<file path="config.mk">
export PLATFORM = sky130hd
export DESIGN_NAME = lives_manager
export DESIGN_NICKNAME = d
export VERILOG_FILES = /design/src/rtl/lives_pkg.sv /design/src/rtl/frame_countdown.sv /design/src/rtl/lives_manager.sv
export SDC_FILE = /design/constraint.sdc
export NUM_CORES = 1
export LEC_CHECK = 0
export CAP_MARGIN = 10
export CORE_MARGIN = 3
export CORE_UTILIZATION = 45
export CTS_CLUSTER_SIZE = 25
export DETAILED_ROUTE_END_ITERATION = 16
export HOLD_SLACK_MARGIN = 0.12
export MAX_ROUTING_LAYER = met4
export SLEW_MARGIN = 10
export SYNTH_ARGS = -nofsm -noshare
export SYNTH_HDL_FRONTEND = slang
export SYNTH_SLANG_ARGS = --single-unit
</file>
<file path="constraint.sdc">
create_clock -name clk -period 2.2 [get_ports clk]
set_input_delay 0.44 -clock clk [delete_from_list [all_inputs] [get_ports clk]]
set_output_delay 0.44 -clock clk [all_outputs]
set_load 0.02 [all_outputs]
</file>
<file path="src/rtl/lives_pkg.sv">
// Shared definitions for the player's life bookkeeping: the state encoding,
// the width of the life count and the default limits used by the HUD and game controller.
package lives_pkg;

    typedef enum logic [1:0] {
        IDLE      = 2'd0,
        PLAY      = 2'd1,
        GRACE     = 2'd2,
        GAME_OVER = 2'd3
    } lives_state_t;

    localparam int LIVES_W            = 4;
    localparam int DEFAULT_MAX_LIVES  = 9;
    localparam int DEFAULT_INIT_LIVES = 3;

endpackage

</file>
<file path="src/rtl/frame_countdown.sv">
// Loadable down-counter stepped once per video frame; done flags the step
// that is about to take the count from 1 to 0.
module frame_countdown #(
    parameter int CNT_W = 8
) (
    input  logic             clk,
    input  logic             resetN,
    input  logic             load,
    input  logic [CNT_W-1:0] load_val,
    input  logic             step,
    output logic             done
);

    logic [CNT_W-1:0] cnt;

    always_ff @(posedge clk) begin
        if (!resetN) begin
            cnt <= '0;
        end else if (load) begin
            cnt <= load_val;
        end else if (step && (cnt != '0)) begin
            cnt <= cnt - 1'b1;
        end
    end

    // Combinational so the owner can leave its timed state on the same edge the count expires.
    assign done = step && (cnt == CNT_W'(1));

endmodule

</file>
<file path="src/rtl/lives_manager.sv">
// Owns the life count: game start / loss / 1-up events, post-loss grace window
// with HUD blink, respawn request and game-over flag.
module lives_manager
    import lives_pkg::*;
#(
    parameter int INIT_LIVES   = DEFAULT_INIT_LIVES,
    parameter int MAX_LIVES    = DEFAULT_MAX_LIVES,
    parameter int GRACE_FRAMES = 90,
    parameter int BLINK_FRAMES = 8
) (
    input  logic               clk,
    input  logic               resetN,
    input  logic               startOfFrame,
    input  logic               startGame,
    input  logic               lifeLost,
    input  logic               lifeGained,
    output logic [LIVES_W-1:0] lives,
    output logic               gameOver,
    output logic               graceActive,
    output logic               livesBlink,
    output logic               respawnReq
);

    localparam logic [LIVES_W-1:0] INIT_L  = LIVES_W'(INIT_LIVES);
    localparam logic [LIVES_W-1:0] MAX_L   = LIVES_W'(MAX_LIVES);
    localparam logic [7:0]         GRACE_L = 8'(GRACE_FRAMES);
    localparam logic [7:0]         BLINK_L = 8'(BLINK_FRAMES);

    function automatic logic [LIVES_W-1:0] sat_inc(input logic [LIVES_W-1:0] v);
        return (v >= MAX_L) ? MAX_L : v + 1'b1;
    endfunction

    function automatic logic [LIVES_W-1:0] sat_dec(input logic [LIVES_W-1:0] v);
        return (v == '0) ? '0 : v - 1'b1;
    endfunction

    lives_state_t       state, state_d;
    logic [LIVES_W-1:0] lives_d;
    logic               blink_d, respawn_d;
    logic [7:0]         bcnt, bcnt_d;
    logic               cd_load, cd_done;
    logic [7:0]         cd_val;

    frame_countdown #(.CNT_W(8)) u_grace_timer (
        .clk      (clk),
        .resetN   (resetN),
        .load     (cd_load),
        .load_val (cd_val),
        .step     (startOfFrame && (state == GRACE)),
        .done     (cd_done)
    );

    always_ff @(posedge clk) begin
        if (!resetN) begin
            state      <= IDLE;
            lives      <= INIT_L;
            livesBlink <= 1'b0;
            respawnReq <= 1'b0;
            bcnt       <= '0;
        end else begin
            state      <= state_d;
            lives      <= lives_d;
            livesBlink <= blink_d;
            respawnReq <= respawn_d;
            bcnt       <= bcnt_d;
        end
    end

    always_comb begin
        state_d   = state;
        lives_d   = lives;
        blink_d   = livesBlink;
        bcnt_d    = bcnt;
        respawn_d = 1'b0;
        cd_load   = 1'b0;
        cd_val    = GRACE_L;

        if (startGame) begin
            // A restart wins over any same-cycle loss or 1-up, in every state.
            state_d   = PLAY;
            lives_d   = INIT_L;
            respawn_d = 1'b1;
            cd_load   = 1'b1;
            cd_val    = '0;
            blink_d   = 1'b0;
            bcnt_d    = '0;
        end else begin
            unique case (state)
                IDLE: ;
                PLAY: begin
                    if (lifeLost && (lifeGained || lives > LIVES_W'(1))) begin
                        if (!lifeGained) lives_d = sat_dec(lives);
                        state_d   = GRACE;
                        respawn_d = 1'b1;
                        cd_load   = 1'b1;
                        blink_d   = 1'b1;
                        bcnt_d    = '0;
                    end else if (lifeLost) begin
                        lives_d = '0;
                        state_d = GAME_OVER;
                    end else if (lifeGained) begin
                        lives_d = sat_inc(lives);
                    end
                end
                GRACE: begin
                    if (lifeGained) lives_d = sat_inc(lives);
                    if (cd_done) begin
                        state_d = PLAY;
                        blink_d = 1'b0;
                        bcnt_d  = '0;
                    end else if (startOfFrame) begin
                        if (bcnt == BLINK_L - 8'd1) begin
                            blink_d = ~livesBlink;
                            bcnt_d  = '0;
                        end else begin
                            bcnt_d = bcnt + 8'd1;
                        end
                    end
                end
                GAME_OVER: lives_d = '0;
                default:   state_d = IDLE;
            endcase
        end
    end

    assign gameOver    = (state == GAME_OVER);
    assign graceActive = (state == GRACE);

endmodule

</file>
[After elaboration in Yosys (flattened, before gate mapping)]
Index checks and enable logic that the tools add are counted.
Word-level totals
  flip-flop bits (word level): 24
  input bits: 6
  output and inout bits: 8
  word-level logic and storage cells: 73
Cells by class
  $add $sub $neg: 4
  magnitude comparators: 2
  equal/unequal tests: 13
  multiplexer cells: 28
  bitwise logic cells: 2
  reductions and logical operators: 17
Operator list (number)
  8-bit two-way mux: 6
  4-bit two-way mux: 6
  8-bit one-hot mux with 2 select lines: 1
  4-bit one-hot mux with 3 select lines: 1
  3-bit AND reduction: 3
  8-bit by 1-bit adder with 8-bit output (second input constant): 1
  8-bit by 1-bit == test with 1-bit output (second input constant): 1
  8-bit by 3-bit == test with 1-bit output (second input constant): 1
  1-bit two-way mux: 8
  8-bit nonzero test: 1
  8-bit by 1-bit subtractor with 8-bit output (second input constant): 1
  7-bit two-way mux: 1
  2-bit two-way mux: 3
  3-bit by 2-bit != test with 1-bit output (second input constant): 2
  3-bit != test (second input constant): 2
  3-bit nonzero test: 2
  4-bit by 1-bit adder with 4-bit output (second input constant): 1
  2-bit == test (second input constant): 2
  4-bit >= comparator (second input constant): 1
  4-bit by 1-bit greater-than comparator with 1-bit output (second input constant): 1
  1-bit logical AND: 4
  4-bit logical NOT: 1
  4-bit != test (second input constant): 1
  2-bit one-hot mux with 2 select lines: 1
  other kinds (12): 14

[Longest topological paths before layout]
  depth after elaboration: 7
  mapped depth: 8
  mapped depth without buffers: 7

[Hierarchy]
From an unflattened synthesis, not the netlist that was laid out.
Second synthesis, totals
  cell total of the unflattened synthesis: 211
  area, all modules: 1704.1 µm²
By module, submodules not included
  lives_manager: instances 1, cells an instance 146, area an instance 1177.4 µm², sequential area each 320.3 µm²
  frame_countdown: instances 1, cells an instance 65, area an instance 526.8 µm², sequential area each 160.2 µm²

[Worst setup path before layout]
Ideal clock, no wire load.
  kind: register to register
  start point: register lives[0]
  end point: register lives[2]
  setup time: 0.091 ns
  data arrival time: 2.006 ns
  required time: 2.109 ns
  slack: 0.103 ns
  stages on the path, launching flop included: 8
  path buffers: 0
  clock period less this slack: 2.097 ns
  cell sequence: dfxtp_1 inv_1 ha_1 nor2_1 o21ai_2 a2111oi_2 o21ai_1 a311oi_1
On the way
  longest elaborated chain between the ends: 6
  elaborated cells between the ends (all ways): 16
  those cells by class: add/sub: 2; order compare: 2; eq/ne: 1; mux: 7; reduce/logical: 4
RTL lines
  start, declared: RTL line lives_manager.sv:17  | output logic [LIVES_W-1:0] lives,
  start signal, assigned: RTL line lives_manager.sv:62  | lives <= lives_d;
  4-bit by 1-bit adder with 4-bit output or 4-bit >= comparator (tied branches): RTL line lives_manager.sv:30  | return (v >= MAX_L) ? MAX_L : v + 1'b1;
  4-bit two-way mux: RTL line lives_manager.sv:30
  4-bit two-way mux: RTL line lives_manager.sv:101, lives_manager.sv:106
  4-bit two-way mux: RTL line lives_manager.sv:98  | end else if (lifeLost) begin
  4-bit two-way mux: RTL line lives_manager.sv:91  | if (lifeLost && (lifeGained || lives > LIVES_W'(1))) begin
  4-bit one-hot mux with 3 select lines: RTL line lives_manager.sv:88  | unique case (state)
Several ways; a longest one is shown, not always the timed one. The select of a mux whose other input is x is not followed.
A chain may end at the register's enable or synchronous reset.

[Worst setup path in the final report]
  start point: register state[0]
  end point: output port graceActive
On the way
  longest elaborated chain between the ends: 1
RTL lines
  start, declared: RTL line lives_manager.sv:37  | lives_state_t state, state_d;
  start signal, assigned: RTL line lives_manager.sv:61  | state <= state_d;
  2-bit == test: RTL line lives_manager.sv:127  | assign graceActive = (state == GRACE);
  end, declared: RTL line lives_manager.sv:19  | output logic graceActive,
Every way passes these cells.

==> impl_results.md <==
* Latest clock arrival within the worst-skew pair at 320 ps
* Critical R2R Capture: lives[2]
* DR pass1 iterations at 4
* Dpl cells at between 200 and 300
* EDFF count, synth at 0
* Clk pwr share at about a fifth
* Share of layout cells above drive strength 1 at approximately 14%
* Remaining global-route overflow at 0
* CP endpoint: graceActive
* CTS Sinks at 24
* Worst VDD drop at 296 uV
* Syn Inst Count at 188
* Wirelength, routed at 3730 um
* Ys async rst share at 0%
* Vias at between 1k and 1.5k
* Total CTS buffers at 3
* #FFs+latches synth at 24
* Sw frac at 31.0%
* Post-CTS setup buffers at 0
* Remaining DRCs at 0
* Ys Warns at 0
* Hold/Removal Path Class: reg2reg
* Buffers on Ports at 13
* Worst hold slack at 492 ps
* Top FF cell, synth: dfxtp_1
* Clk_skew at 5.97 ps
* CTS Hold Bufs at 0
* TritonCTS clock tree: yes
* Endpoints failing hold at 0
* Tcrit/Tclk final at 95.8%
* CP Class: reg2out
* Starting Density at 48.5%
* Vias in the first global route at roughly 1.4k
* Most frequent cells in the layout: dfxtp_1, nor2_1, nand2_1, a21oi_1, clkdlybuf4s50_1
* Yosys cell types at 52
* P_int at 0.000617 W
* Die Height at 64.3 um
* Critical path launch point: state[0]
* Clock buffer depth at 2
* R2R depth at 8
* Register-to-register setup slack at approximately 230 ps
* DIE AREA at 0.00413 mm^2
* Area post-placement at approximately 0.0018 mm^2
* Initial antenna violation count at 0
* CP max FO at 9
* Run status: finished clean
* DRT iter0 DRCs at 99
* # rows at 20
* Core area at 0.00315 mm^2
* Largest net degree at the start of global routing at 13
* Slew Limit Fails at 0
* Post-route non-filler standard cell count at 254
* Max-cap violations at 0
* RSZ-0062 raised after global routing: false
* Horiz. Die Dim at approximately 64 um
* HPWL after DPL at between 2000 and 3000 um
* Final Critical Period at 2110 ps
* Worst-margin pin slew at 436 ps
* Ant diodes at 0
* Final TNS setup at 0 ps
* Leak Pwr at roughly 0.65 nW
* Gate power share at 27.3%
* Req. time, crit path at 1760 ps
* Final GP Congestion at 0.851
* DR WL/cell at ~15 um
* Vias per cell at 5.85
* Design Area, Final at 0.00180 mm^2
* Area growth from synthesis to layout at 17.8%
* First-pass GRT wire length at 6610 um
* Final #Nets at 228
* CP Launch Type: flop
* Routed Antenna Nets at 0
* Crit path DAT at ~1700 ps
* CTS H-tree depth at 1
* Ports at 14
* Mapped cell area at 0.00153 mm^2
* CP Capture Type: primary output
* Relative slew margins at 70.8%
* Power Dens Cells at 496 mW/mm^2
* Hold-critical path depth at 2
* Seq/Total Area, Yosys at between 30% and 40%
* Finish-stage setup viols at 0
* Sequential power share at approximately half
* Final Total Pwr at just under 0.0009 W
* Clk slew on worst S/H paths at 120 ps
* Gr usage total at between 20% and 30%
* Highest Clock Rate at 475 MHz
* Root Buffer: clkbuf_4
* Most common cell after layout, fill and taps aside: dfxtp_1
* Reg-to-Reg Start: lives[0]
* Synthesized Nets at ~200
* Sw Pwr at 0.000277 W
* Syn_area_per_cell at 8.13 um^2
-- synth_stat cells, drive strengths merged (4+ instances only) --
library cell / n / area share, %
dfxtp: 24 / 31
nor2: 17 / 4.3
a21oi: 15 / 4.9
nand2: 15 / 3.7
o21ai: 14 / 4.8
inv: 11 / 2.7
ha: 10 / 8.2
nand3: 9 / 2.9
nor3: 7 / 3.0
buf: 4 / 1.6
nand2b: 4 / 1.6
xor2: 4 / 2.3
-- cell type report --
cell class / instances / area (um^2)
Clock buffer: 3 / 22.5
Inverter: 11 / 41.3
Fill cell: 318 / 1350
Tap cell: 44 / 55.1
Sequential cell: 24 / 480
Timing Repair Buffer: 25 / 220
Multi-Input combinational cell: 147 / 982
-- registers in the layout, summed over array words and instances, names as in the netlist --
signal and flops:
u_grace_timer.cnt 8, lives 4, respawnReq 1, bcnt 8, state 2, livesBlink 1
-- stage by stage --
stage	util (%)	setup slack, ps
floorplan	-	103
global placement	56.2	135
detailed placement	56.2	72.7
CTS	57.0	67.3
global route	57.1	0.914
finish	57.1	92.7
-- power groups by stage --
stage / clock [W] / sequential [W] / combinational [W]
2_1_floorplan: 0 / 0.000475 / 0.000142
3_3_place_gp: 0 / 0.000468 / 0.000236
3_5_place_dp: 0 / 0.000469 / 0.000241
4_1_cts: 0.000202 / 0.000459 / 0.000243
5_1_grt: 0.000219 / 0.000461 / 0.000270
6_report: 0.000191 / 0.000459 / 0.000244
-- critical path, cell delays in order (launching register included) --
cell	delay [ps]
dfxtp_1	360
inv_1	80
ha_2	280
clkdlybuf4s50_1	630
-- per-layer routing --
metal  GRT usage, %  part of all wire (%)  vias to the layer above
li1               -                     -                      738
met1           25.6                    47                      705
met2           32.9                    48                       35
met3           3.87                   3.5                        8
met4           5.54                   1.3                        0
met5              -                     0                        -
-- worst min path at each step --
stage,to,slack [ps],startpoint
floorplan,bcnt[1],440,bcnt[1]
global placement,bcnt[1],460,bcnt[1]
detailed placement,bcnt[1],480,bcnt[1]
CTS,bcnt[1],490,bcnt[1]
global route,bcnt[0],520,bcnt[0]
finish,bcnt[1],490,bcnt[1]
-- timing repair --
action,in CTS,in global routing
pin swaps,0,0
endpoints found under the setup margin,1,2
resized for setup,1,2
hold endpoints to repair,0,0
-- cells by family after synthesis --
| family | count (synthesis) | share of synthesized area [%] |
|---|---|---|
| buffers and inverters | 17 | 4.83 |
| adders and majority gates | 10 | 8.18 |
| muxes | 1 | 0.736 |
| DFF | 24 | 31.4 |
| xor gates and xnor gates | 7 | 4.01 |
| and+or+nand+nor | 70 | 25.0 |
| AOI/OAI and AO/OA | 59 | 25.9 |
Note: power is estimated with default switching activity, not from simulation.
